--- src/rtl/arcade_input_mapper.sv ---
// Player-input front end: merges PS/2 keys and joystick words into per-player
// {coin,start,fire,up,down,left,right}, with rotation, SOCD, autofire and coin pulses.
module arcade_input_mapper #(
    parameter int NUM_PLAYERS   = 2,
    parameter int COIN_PULSE    = 16,
    parameter int AUTOFIRE_DIV  = 4,
    parameter bit COIN_ON_START = 1'b1,
    parameter bit SOCD_NEUTRAL  = 1'b1
) (
    input  logic                      clk_sys,
    input  logic                      reset_n,
    input  logic [64:0]               ps2_key,
    input  logic [16*NUM_PLAYERS-1:0] joy_in,
    input  logic [1:0]                rotate,
    input  logic [NUM_PLAYERS-1:0]    autofire_en,
    output logic [7*NUM_PLAYERS-1:0]  p_csjudlr
);

    localparam int AF_W = (AUTOFIRE_DIV > 1) ? $clog2(AUTOFIRE_DIV) : 1;
    localparam int CP_W = $clog2(COIN_PULSE + 1);
    localparam logic [AF_W-1:0] AF_MAX   = AF_W'(AUTOFIRE_DIV - 1);
    localparam logic [CP_W-1:0] COIN_LEN = CP_W'(COIN_PULSE);

    logic        primed;
    logic        tog;
    logic [13:0] key_state;
    logic        key_rel;
    logic        key_ext;
    logic [8:0]  key_code;
    logic [13:0] key_hit;

    // Bit layout per player matches the output order: 6 coin .. 0 right.
    function automatic logic [13:0] key_map(input logic [8:0] c);
        logic [13:0] m;
        m = '0;
        case (c[7:0])
            8'h75: m[3]  = 1'b1;
            8'h72: m[2]  = 1'b1;
            8'h6B: m[1]  = 1'b1;
            8'h74: m[0]  = 1'b1;
            8'h29, 8'h14: m[4] = ~c[8];
            8'h05, 8'h16: m[5] = ~c[8];
            8'h2E: m[6]  = ~c[8];
            8'h2D: m[10] = ~c[8];
            8'h2B: m[9]  = ~c[8];
            8'h23: m[8]  = ~c[8];
            8'h34: m[7]  = ~c[8];
            8'h1C: m[11] = ~c[8];
            8'h06, 8'h1E: m[12] = ~c[8];
            8'h36: m[13] = ~c[8];
            default: ;
        endcase
        return m;
    endfunction

    always_comb begin
        key_rel  = (ps2_key[15:8] == 8'hF0);
        key_ext  = key_rel ? (ps2_key[23:16] == 8'hE0) : (ps2_key[15:8] == 8'hE0);
        key_code = {key_ext, ps2_key[7:0]};
        key_hit  = key_map(key_code);
    end

    // The first clock after reset only adopts the current toggle so a stale
    // event word is never decoded.
    always_ff @(posedge clk_sys or negedge reset_n) begin
        if (!reset_n) begin
            primed    <= 1'b0;
            tog       <= 1'b0;
            key_state <= '0;
        end else if (!primed) begin
            primed <= 1'b1;
            tog    <= ps2_key[64];
        end else if (ps2_key[64] != tog) begin
            tog <= ps2_key[64];
            if (ps2_key[63:24] == '0) begin
                key_state <= key_rel ? (key_state & ~key_hit) : (key_state | key_hit);
            end
        end
    end

    logic unused_joy;
    always_comb begin
        unused_joy = 1'b0;
        for (int i = 0; i < NUM_PLAYERS; i++) begin
            unused_joy = unused_joy ^ (^joy_in[16*i+7 +: 9]);
        end
    end

    for (genvar p = 0; p < NUM_PLAYERS; p++) begin : g_pl
        logic [6:0]      kp;
        logic [6:0]      raw;
        logic [3:0]      dir;
        logic            fire_q;
        logic            phase;
        logic            phase_nxt;
        logic [AF_W-1:0] af_cnt;
        logic [AF_W-1:0] af_cnt_nxt;
        logic            fire_o;
        logic            src;
        logic            src_q;
        logic [CP_W-1:0] coin_cnt;
        logic [CP_W-1:0] coin_cnt_nxt;
        logic [5:0]      out_r;
        logic            coin_r;

        if (p < 2) begin : g_kb
            assign kp = key_state[7*p +: 7];
        end else begin : g_nokb
            assign kp = '0;
        end

        assign raw = kp | joy_in[16*p +: 7];

        always_comb begin
            case (rotate)
                2'd0:    dir = raw[3:0];
                2'd1:    dir = {raw[1], raw[0], raw[2], raw[3]};
                2'd2:    dir = {raw[2], raw[3], raw[0], raw[1]};
                default: dir = {raw[0], raw[1], raw[3], raw[2]};
            endcase
            if (SOCD_NEUTRAL) begin
                if (dir[3] && dir[2]) dir[3:2] = 2'b00;
                if (dir[1] && dir[0]) dir[1:0] = 2'b00;
            end
        end

        // Phase is evaluated for the cycle being registered, so a fresh press
        // fires on its very first output cycle.
        always_comb begin
            phase_nxt  = phase;
            af_cnt_nxt = af_cnt;
            if (raw[4] && !fire_q) begin
                phase_nxt  = 1'b1;
                af_cnt_nxt = '0;
            end else if (raw[4]) begin
                if (af_cnt == AF_MAX) begin
                    af_cnt_nxt = '0;
                    phase_nxt  = ~phase;
                end else begin
                    af_cnt_nxt = af_cnt + 1'b1;
                end
            end
            fire_o = raw[4] & (phase_nxt | ~autofire_en[p]);
        end

        always_comb begin
            src = raw[6] | (COIN_ON_START & raw[5]);
            if (coin_cnt != '0) begin
                coin_cnt_nxt = coin_cnt - 1'b1;
            end else if (src && !src_q) begin
                coin_cnt_nxt = COIN_LEN;
            end else begin
                coin_cnt_nxt = '0;
            end
        end

        always_ff @(posedge clk_sys or negedge reset_n) begin
            if (!reset_n) begin
                fire_q   <= 1'b0;
                phase    <= 1'b0;
                af_cnt   <= '0;
                src_q    <= 1'b0;
                coin_cnt <= '0;
                out_r    <= '0;
                coin_r   <= 1'b0;
            end else begin
                fire_q   <= raw[4];
                phase    <= phase_nxt;
                af_cnt   <= af_cnt_nxt;
                src_q    <= src;
                coin_cnt <= coin_cnt_nxt;
                out_r    <= {raw[5], fire_o, dir};
                coin_r   <= (coin_cnt_nxt != '0);
            end
        end

        assign p_csjudlr[7*p +: 7] = {coin_r, out_r};
    end

endmodule

--- config.mk ---
export PLATFORM = sky130hd
export DESIGN_NAME = arcade_input_mapper
export DESIGN_NICKNAME = d
export VERILOG_FILES = /design/src/rtl/arcade_input_mapper.sv
export SDC_FILE = /design/constraint.sdc
export NUM_CORES = 1
export LEC_CHECK = 0
export CAP_MARGIN = 0
export CELL_PAD_IN_SITES_DETAIL_PLACEMENT = 2
export CELL_PAD_IN_SITES_GLOBAL_PLACEMENT = 2
export CORE_UTILIZATION = 26
export DETAILED_ROUTE_END_ITERATION = 8
export GPL_TIMING_DRIVEN = 0
export HOLD_SLACK_MARGIN = 0.06
export PLACE_DENSITY = 0.84
export SLEW_MARGIN = 10
export SYNTH_ARGS = -nofsm -noshare
export SYNTH_HDL_FRONTEND = slang
export SYNTH_SLANG_ARGS = --single-unit
--- constraint.sdc ---
create_clock -name clk_sys -period 4.7 [get_ports clk_sys]
set_input_delay 0.94 -clock clk_sys [delete_from_list [all_inputs] [get_ports clk_sys]]
set_output_delay 0.94 -clock clk_sys [all_outputs]
set_load 0.03 [all_outputs]
==> results.cfg <==
[status]
status = finished, final reports clean

[sta]
worst_slew_pin_slew_ns = 0.555
finClkSkew_ns = 0.0168
max-slew-margin-rel_pct = 63.0
period_minus_slack_ns = 2.80
setup_ws_ns = 1.90
rsz0062_at_grt = no
setup_viol = 0
slew_viol_final = 0
fin_crit_sh_pct = 59.6
fmax_mhz = 357
tns_ns = 0
hold_viol = 0

[global_route]
grt_pass1_wl_mm = 12.3
grt_start_max_net_pins = 37
track_usage_pct = 15.8
grt_pass1_vias = 2619
gr-total-overflow = 0
antenna_found_initial = 0

[worst_setup_path]
path_max_fanout = 10
crit_arrival_ns = 2.99
crit_buf_inv = 1
critical-path-top-delay-family = simple AND/OR/NAND/NOR gates
crit_path_start_kind = input pin
cp.required_ns = 4.89
critPathKind = input pin to flip-flop
cpMostUsedCell = nand4_1
cp_slowest_cell = a211oi_4
critPathMaxStageDelay_ns = 0.45
end_kind = flip-flop
path_cells = clkdlybuf4s50_1 -> nor4_1 -> nand4_1 -> a211oi_4 -> nand4_1 -> mux2_1

[detailed_routing]
first_pass_iters = 3
dr.first_iter.drc_count = 65
drt.antenna.violating_nets = 0
wl_mm = 7.10
vias = 2271
vias_per_cell = 4.82
drc = 0
wire_per_inst_um = 15.1

[layout]
n_antenna_cell = 0
design_area_sq_um = 3760
regArea_sq_um = 1250
nFillCells = 1012
multi_input_area_sq_um = 1190
nets = 448
layout-drive-gt1-share_pct = 6.73
area_delta_synth_final_pct = 48.9

[min_path]
hp-class = flip-flop to flip-flop

[power]
p_leak_nw = 1.60
peakVddDrop_mv = 0.117
power.density_nw_per_um2 = 318

[synthesis]
netlist_area_sq_um = 2520
synth_cells = 237
ys_ff_latch = 50
synth.net_count = 344
yosysUniqueCellTypes = 41
yosysWarningCount = 0
synth.top_cell.area_share_pct = 49.6
yosys.area.top_type = dfrtp_1
ys_seq_area_share_pct = 49.6
synth_area_leaders = dfrtp_1, mux2i_1, mux2_1
avgSynthCellArea_sq_um = 10.7

[placed_design]
dp_hpwl_mm = 5.95
io_buffers = 96
post_dp_cell_area_sq_um = 3660
pre_cts_ws_ns = 1.55
place.gp.congestion = 0.823

[die]
die_area_sq_um = 10100
core_sq_um = 9330
rows = 35
die_h_um = 101
start_util_pct = 27.1
die_w_um = 101
io_pins = 117

[clock_network]
post_cts_resized = 0
cts-buffers-inserted = 5
cts_hold_buf = 0
cts_buffer_depth = 2
clk_pin_slew_worst_paths_ns = 0.11
cts_tree = done
clk-insertion-delay-late_ns = 0.32
post-cts-setup-buffers = 0
root_buffer = clkbuf_8
h-tree-depth = 2
clock-sinks = 50

[job]
maxCapViolCount = 0
[kinds of logic (layout without fill, tap and decap cells)]
logic type                 count (synthesis)  in the layout  synth area share, %
adders and majority gates                  4              4                 1.98
muxes                                     34             34                 14.3
DFF                                       50             50                 49.6
and+or+nand+nor                          100            100                 22.7
xor gates and xnor gates                   1              1                0.347
AOI/OAI and AO/OA                         27             27                 7.58
other                                      1              1                0.149
buffers and inverters                     20            125                 3.42
[metrics by stage]
step / hold WS, ns / std cells / power (mW) / util (%)
2_1_floorplan: 0.439 / 237 / 0.762 / -
3_3_place_gp: 0.467 / 462 / 0.902 / 39.1
3_5_place_dp: 0.474 / 463 / 0.933 / 39.3
4_1_cts: 0.502 / 471 / 1.22 / 40.3
5_1_grt: 0.518 / 471 / 1.29 / 40.3
6_report: 0.494 / 471 / 1.20 / 40.3
[area by class of cell]
class / count / area share (%)
Timing Repair Buffer: 97 / 26.0
Buffer: 7 / 0.998
Clock inverter: 3 / 0.765
Sequential cell: 50 / 33.3
Multi-Input combinational cell: 167 / 31.6
Inverter: 13 / 1.30
Clock buffer: 5 / 1.83
Tap cell: 129 / 4.29
[layout by cell type (no fill, tap or decap), types with 6 or more instances in the layout]
master	synthesis	routed
nor4_1	9	9
o21ai_0	6	6
nand2_1	15	15
nor3_1	15	15
mux2_1	14	14
mux2i_1	18	18
nand3_1	8	8
nand4_1	6	6
clkdlybuf4s50_1	0	95
nor2_1	20	20
dfrtp_1	50	50
inv_1	13	13
[report_power, final]
| part | total, mW | switching, mW | leakage [nW] | internal, mW |
|---|---|---|---|---|
| clock network | 0.275 | 0.164 | 0.0502 | 0.111 |
| logic | 0.369 | 0.175 | 0.922 | 0.194 |
| registers | 0.552 | 0.0545 | 0.626 | 0.497 |
[synth_stat cells (all sizes together)]
master,n
a211oi,1
a21o,2
a21oi,4
a22o,3
a2bb2oi,2
a31oi,2
and3,2
and4,1
and4bb,1
buf,3
clkbuf,4
conb,1
dfrtp,50
ha,4
inv,13
mux2,16
mux2i,18
nand2,15
nand2b,2
nand3,8
nand3b,1
nand4,6
nand4b,5
nor2,20
nor2b,2
nor3,15
nor3b,1
nor4,12
nor4b,2
o21a,4
o21ai,7
o22ai,1
o2bb2ai,1
or2,3
or3b,2
or4,2
xor2,1
[layer usage]
| metal | wire length [um] | track usage (%) | vias to the layer above |
|---|---|---|---|
| li1 | - | - | 1065 |
| met1 | 2900 | 17.6 | 1121 |
| met2 | 3690 | 29.3 | 75 |
| met3 | 408 | 4.30 | 10 |
| met4 | 99 | 4.46 | 0 |
| met5 | 0 | 0 | - |
[final timing paths]
path	slack (ns)	cells past startpoint	from	endpoint
worst max-delay path	1.90	6	ps2_key[25]	flip-flop
worst min-delay path	0.49	1	flip-flop	flip-flop
worst max register to register	2.74	5	tog	flip-flop
worst min register to register	0.49	1	flip-flop	flip-flop
max in group asynchronous	3.65	2	reset_n	asynchronous set/reset pin
min in group asynchronous	0.53	1	reset_n	g_pl[0].out_r[0]
No activity file was read; power rests on OpenSTA's default activity.
